$ cat config.mk
export PLATFORM = sky130hd
export DESIGN_NAME = decoder_nx2n_reg
export DESIGN_NICKNAME = d
export VERILOG_FILES = /design/src/rtl/decoder_nx2n_reg.sv
export SDC_FILE = /design/constraint.sdc
export NUM_CORES = 1
export LEC_CHECK = 0
export BUFFER_PORTS_ARGS = -buffer_cell sky130_fd_sc_hd__buf_2
export CORE_AREA = 2 2 39 41
export CTS_CLUSTER_SIZE = 24
export DETAILED_ROUTE_END_ITERATION = 10
export DIE_AREA = 0 0 41 43
export SYNTH_ARGS = -nofsm -noshare
export SYNTH_HDL_FRONTEND = slang
export SYNTH_SLANG_ARGS = --single-unit
$ cat constraint.sdc
create_clock -name clk -period 1.4 [get_ports clk]
set_clock_uncertainty 0.05 [all_clocks]
set_input_delay 0.28 -clock clk [delete_from_list [all_inputs] [get_ports clk]]
set_output_delay 0.28 -clock clk [all_outputs]
set_load 0.05 [all_outputs]
$ cat src/rtl/decoder_nx2n_reg.sv
// Registered N-to-2^N one-hot decoder with valid/ready load and optional auto-scan rotation.
// Scan hardware (SCAN state, prescaler, scan input) exists only when DECODER_SCAN_EN is defined.
module decoder_nx2n_reg #(
    parameter int N          = 2,
    parameter bit ACTIVE_LOW = 1'b0,
    parameter int SCAN_DIV   = 4
) (
    input  logic                clk,
    input  logic                reset,
    input  logic                en,
    input  logic [N-1:0]        a,
    input  logic                a_valid,
    output logic                a_ready,
    input  logic                scan,
    output logic [(1<<N)-1:0]   y,
    output logic                y_valid,
    output logic [N-1:0]        idx
);
    localparam int W = 1 << N;

    typedef enum logic [1:0] {
        IDLE = 2'd0,
        HOLD = 2'd1,
        SCAN = 2'd2
    } state_t;

    state_t         r_state, w_nxt_state;
    logic [N-1:0]   r_idx, w_nxt_idx;
    logic [W-1:0]   r_y, w_nxt_y;
    logic           r_vld, w_nxt_vld;
    logic           w_ready;
    logic           w_accept;

`ifdef DECODER_SCAN_EN
    localparam int PW = (SCAN_DIV > 2) ? $clog2(SCAN_DIV) : 1;
    localparam logic [PW-1:0] TC = PW'(SCAN_DIV - 1);

    logic [PW-1:0]  r_pre, w_nxt_pre;

    // A pending scan request blocks new indices so scan always wins a tie.
    assign w_ready = en & ~scan & (r_state != SCAN);
`else
    logic           w_unused_scan;

    assign w_unused_scan = scan;
    assign w_ready       = en;
`endif

    assign w_accept = a_valid & w_ready;
    assign a_ready  = w_ready;
    assign y        = r_y;
    assign y_valid  = r_vld;
    assign idx      = r_idx;

    always_comb begin
        w_nxt_state = r_state;
        w_nxt_idx   = r_idx;
`ifdef DECODER_SCAN_EN
        w_nxt_pre   = r_pre;
`endif
        if (!en) begin
            w_nxt_state = IDLE;
            w_nxt_idx   = '0;
`ifdef DECODER_SCAN_EN
            w_nxt_pre   = '0;
`endif
        end
`ifdef DECODER_SCAN_EN
        else if (scan && (r_state != SCAN)) begin
            w_nxt_state = SCAN;
            w_nxt_idx   = '0;
            w_nxt_pre   = '0;
        end else if (r_state == SCAN) begin
            if (!scan) begin
                w_nxt_state = IDLE;
            end else if (r_pre == TC) begin
                w_nxt_pre = '0;
                w_nxt_idx = r_idx + N'(1);
            end else begin
                w_nxt_pre = r_pre + PW'(1);
            end
        end
`endif
        else if (w_accept) begin
            w_nxt_state = HOLD;
            w_nxt_idx   = a;
        end
    end

    // Outputs are decoded from next-state values so y, idx and y_valid move on the same edge.
    always_comb begin
        w_nxt_vld = (w_nxt_state != IDLE);
        w_nxt_y   = w_nxt_vld ? (W'(1) << w_nxt_idx) : '0;
        if (ACTIVE_LOW) begin
            w_nxt_y = ~w_nxt_y;
        end
    end

    always_ff @(posedge clk or posedge reset) begin
        if (reset) begin
            r_state <= IDLE;
            r_idx   <= '0;
            r_y     <= {W{ACTIVE_LOW}};
            r_vld   <= 1'b0;
        end else begin
            r_state <= w_nxt_state;
            r_idx   <= w_nxt_idx;
            r_y     <= w_nxt_y;
            r_vld   <= w_nxt_vld;
        end
    end

`ifdef DECODER_SCAN_EN
    always_ff @(posedge clk or posedge reset) begin
        if (reset) begin
            r_pre <= '0;
        end else begin
            r_pre <= w_nxt_pre;
        end
    end
`endif

endmodule

==> summary.txt <==
Global routing
  • Vias in the first global route: 240
  • GRT Total Usage: ~8.6%
  • Overflow after GRT: 0
  • Initial antenna violation count: 0
  • Global-route wire length before repair: slightly below 1 mm
  • Largest net degree at the start of global routing: 10

Logic synthesis
  • Mapped cell area: ~360 sq um
  • Yosys reg bits: 9
  • Synth warn: 0
  • Synth Instances: 30
  • Unique cell type count in the Yosys netlist: 15
  • Syn nets: 37
  • Synth Area per Inst: about 12 sq um
  • Post-synthesis sequential area ratio: 63.2%

Pwr
  • PD cells: between 1000 and 1500 nW/um^2
  • Pleak: 0.260 nW
  • Power after layout: about 0.56 mW
  • Worst vdd ir: ~0.64 mV

Floorplanning
  • Core area: 1380 sq um
  • Initial Util: between 20% and 30%
  • Die area: between 1500 and 2000 sq um
  • Width of the die: 41 um
  • Io pins: 15
  • Row count: 14
  • Die H: around 43 um

Setup path
  • Cell family with the largest share of critical-path delay: flip-flops
  • Critical path required time: ~1.1 ns
  • CP Capture Type: output pin
  • Slowest-stage cell, CP: dfrtp_1
  • CP Max Fanout: 3
  • WP data arrival: between 0.8 and 0.9 ns
  • Crit-path cells: buf_2
  • Startpoint Class: register
  • Crit path kind: register to output pin
  • Max incr delay on CP: approximately 0.37 ns
  • Buf+Inv Stages, Crit Path: 1

Clock network
  • Worst skew pair latency: roughly 0.25 ns
  • CTS clock-pin slew for the worst setup and hold paths: 0.06 ns
  • Root Driver: clkbuf_4
  • Clk buf depth: 2
  • CTS tree: yes
  • CTS buffer count: 3
  • H-tree Lvls: 1
  • CTS Sinks: 9

Flow run
  • Max_cap viols: 0

Final layout
  • Most frequent cells in the layout: buf_2, dfrtp_1, nand2_1, nor2_1, clkbuf_4
  • Share of layout cells above drive strength 1: a little over two fifths
  • N_diodes: 0
  • Nets: between 50 and 60
  • Most common cell after layout, fill and taps aside: buf_2
  • Post-route cell area: approximately 470 sq um
  • Fill cell count: 153
  • Final core occ: roughly 34%
  • Area grow syn2layout: 31.9%

Placed design
  • Area after DPL: 434 sq um
  • Place WS: ~0.32 ns
  • HPWL after detailed placement: between 400 and 500 um
  • Gp weighted congestion: 0.702
  • Port Buffer Count: 13

Timing
  • Hold Violations, Final: 0
  • # setup viols final: 0
  • Slew Viols, Final: 0
  • Final period util: between 80 and 90%
  • Fin crit period: roughly 1.2 ns
  • Relative slew slack: between 70% and 80%
  • Post-Route Setup TNS: 0 ns
  • Setup WS post-layout: ~0.18 ns
  • RSZ-0062 raised after global routing: false
  • Peak Freq: ~0.8 GHz
  • Slew of the pin with the lowest slew margin: approximately 0.33 ns

Routing
  • Pre-antenna DRT Iters: 2
  • Post-DRT Antenna Nets: 0
  • Vias: roughly 250
  • DR iter-0 viols: 4
  • WL/cell: between 8 and 9 um
  • DRC: 0
  • Vias per inst: 3.98
  • WL final: around 540 um

Worst hold path
  • Worst min path class: input pin to register

Outcome
  • Status: completed
## final timing paths
kind,from,to,slack (ns),depth (start not counted)
setup / recovery,idx[0]$_DFF_PP0_,idx[0],0.18,1
hold / removal,a_valid,r_state[1]$_DFF_PP0_,0.23,2
setup reg to reg,r_state[0]$_DFF_PP0_,y_valid$_DFF_PP0_,0.40,2
hold reg to reg,r_state[0]$_DFF_PP0_,r_state[0]$_DFF_PP0_,0.45,1
max in group asynchronous,reset,y_valid$_DFF_PP0_,0.59,3
min in group asynchronous,reset,y[3]$_DFF_PP0_,0.47,3
## flip-flops by register name, summed over array words and instances (netlist names)
register  count
r_state       2
idx           2
y_valid       1
y             4
## kinds of logic (layout without fill, tap and decap cells)
logic type	count (synthesis)	count (layout)	share of synthesized area, %
compound gates	4	4	8.42
mux	1	1	2.81
buf+inv	3	20	4.21
simple gates	13	13	21.4
flops	9	9	63.2
## synth_stat cells
master	number	area (sq um)
o21a_1	2	15.0
dfrtp_1	9	225
nor2_2	1	6.26
nor2b_2	1	8.76
mux2i_1	1	10.0
a21boi_0	1	7.51
or2_2	1	6.26
nand2b_1	2	12.5
nand2_1	3	11.3
nand2b_4	1	13.8
o31ai_1	1	7.51
nor2_1	3	11.3
inv_1	2	7.51
buf_4	1	7.51
nor2b_1	1	6.26
## metal layers
metal  track usage (%)  part of all wire [%]  vias up
met5                 0                     0        -
met4              2.00                     0        0
met3              7.85                    13        0
met2              10.9                    38       13
met1              10.7                    48      109
li1                  -                     -      129
## cell type report
cell class | instances | area, sq um | share of cell area [%]
timing repair buffer | 14 | 75.1 | 16.0
multi-input combinational | 18 | 116 | 24.7
inverter | 2 | 7.51 | 1.60
sequential | 9 | 225 | 47.9
clock buffer | 4 | 26.3 | 5.59
tap | 16 | 20.0 | 4.26
## through the flow
| step | hold WS (ns) | instances |
|---|---|---|
| after floorplan | 0.0579 | 30 |
| final | 0.231 | 63 |
| after global routing | 0.255 | 63 |
| after global placement | 0.197 | 58 |
| after detailed placement | 0.201 | 58 |
| after CTS | 0.220 | 63 |
## report_power, final
group / switching [mW] / total, mW / internal (mW)
sequential: 0.00426 / 0.276 / 0.272
combinational: 0.0666 / 0.0961 / 0.0295
clock: 0.0797 / 0.189 / 0.109
## what timing repair did
item                       in CTS  in global routing
resized for setup               0                  0
setup endpoints to repair       0                  0
buffers inserted                0                  0
hold buffers                    1                  0
hold endpoints to repair        9                  0
No activity file was read; power rests on OpenSTA's default activity.
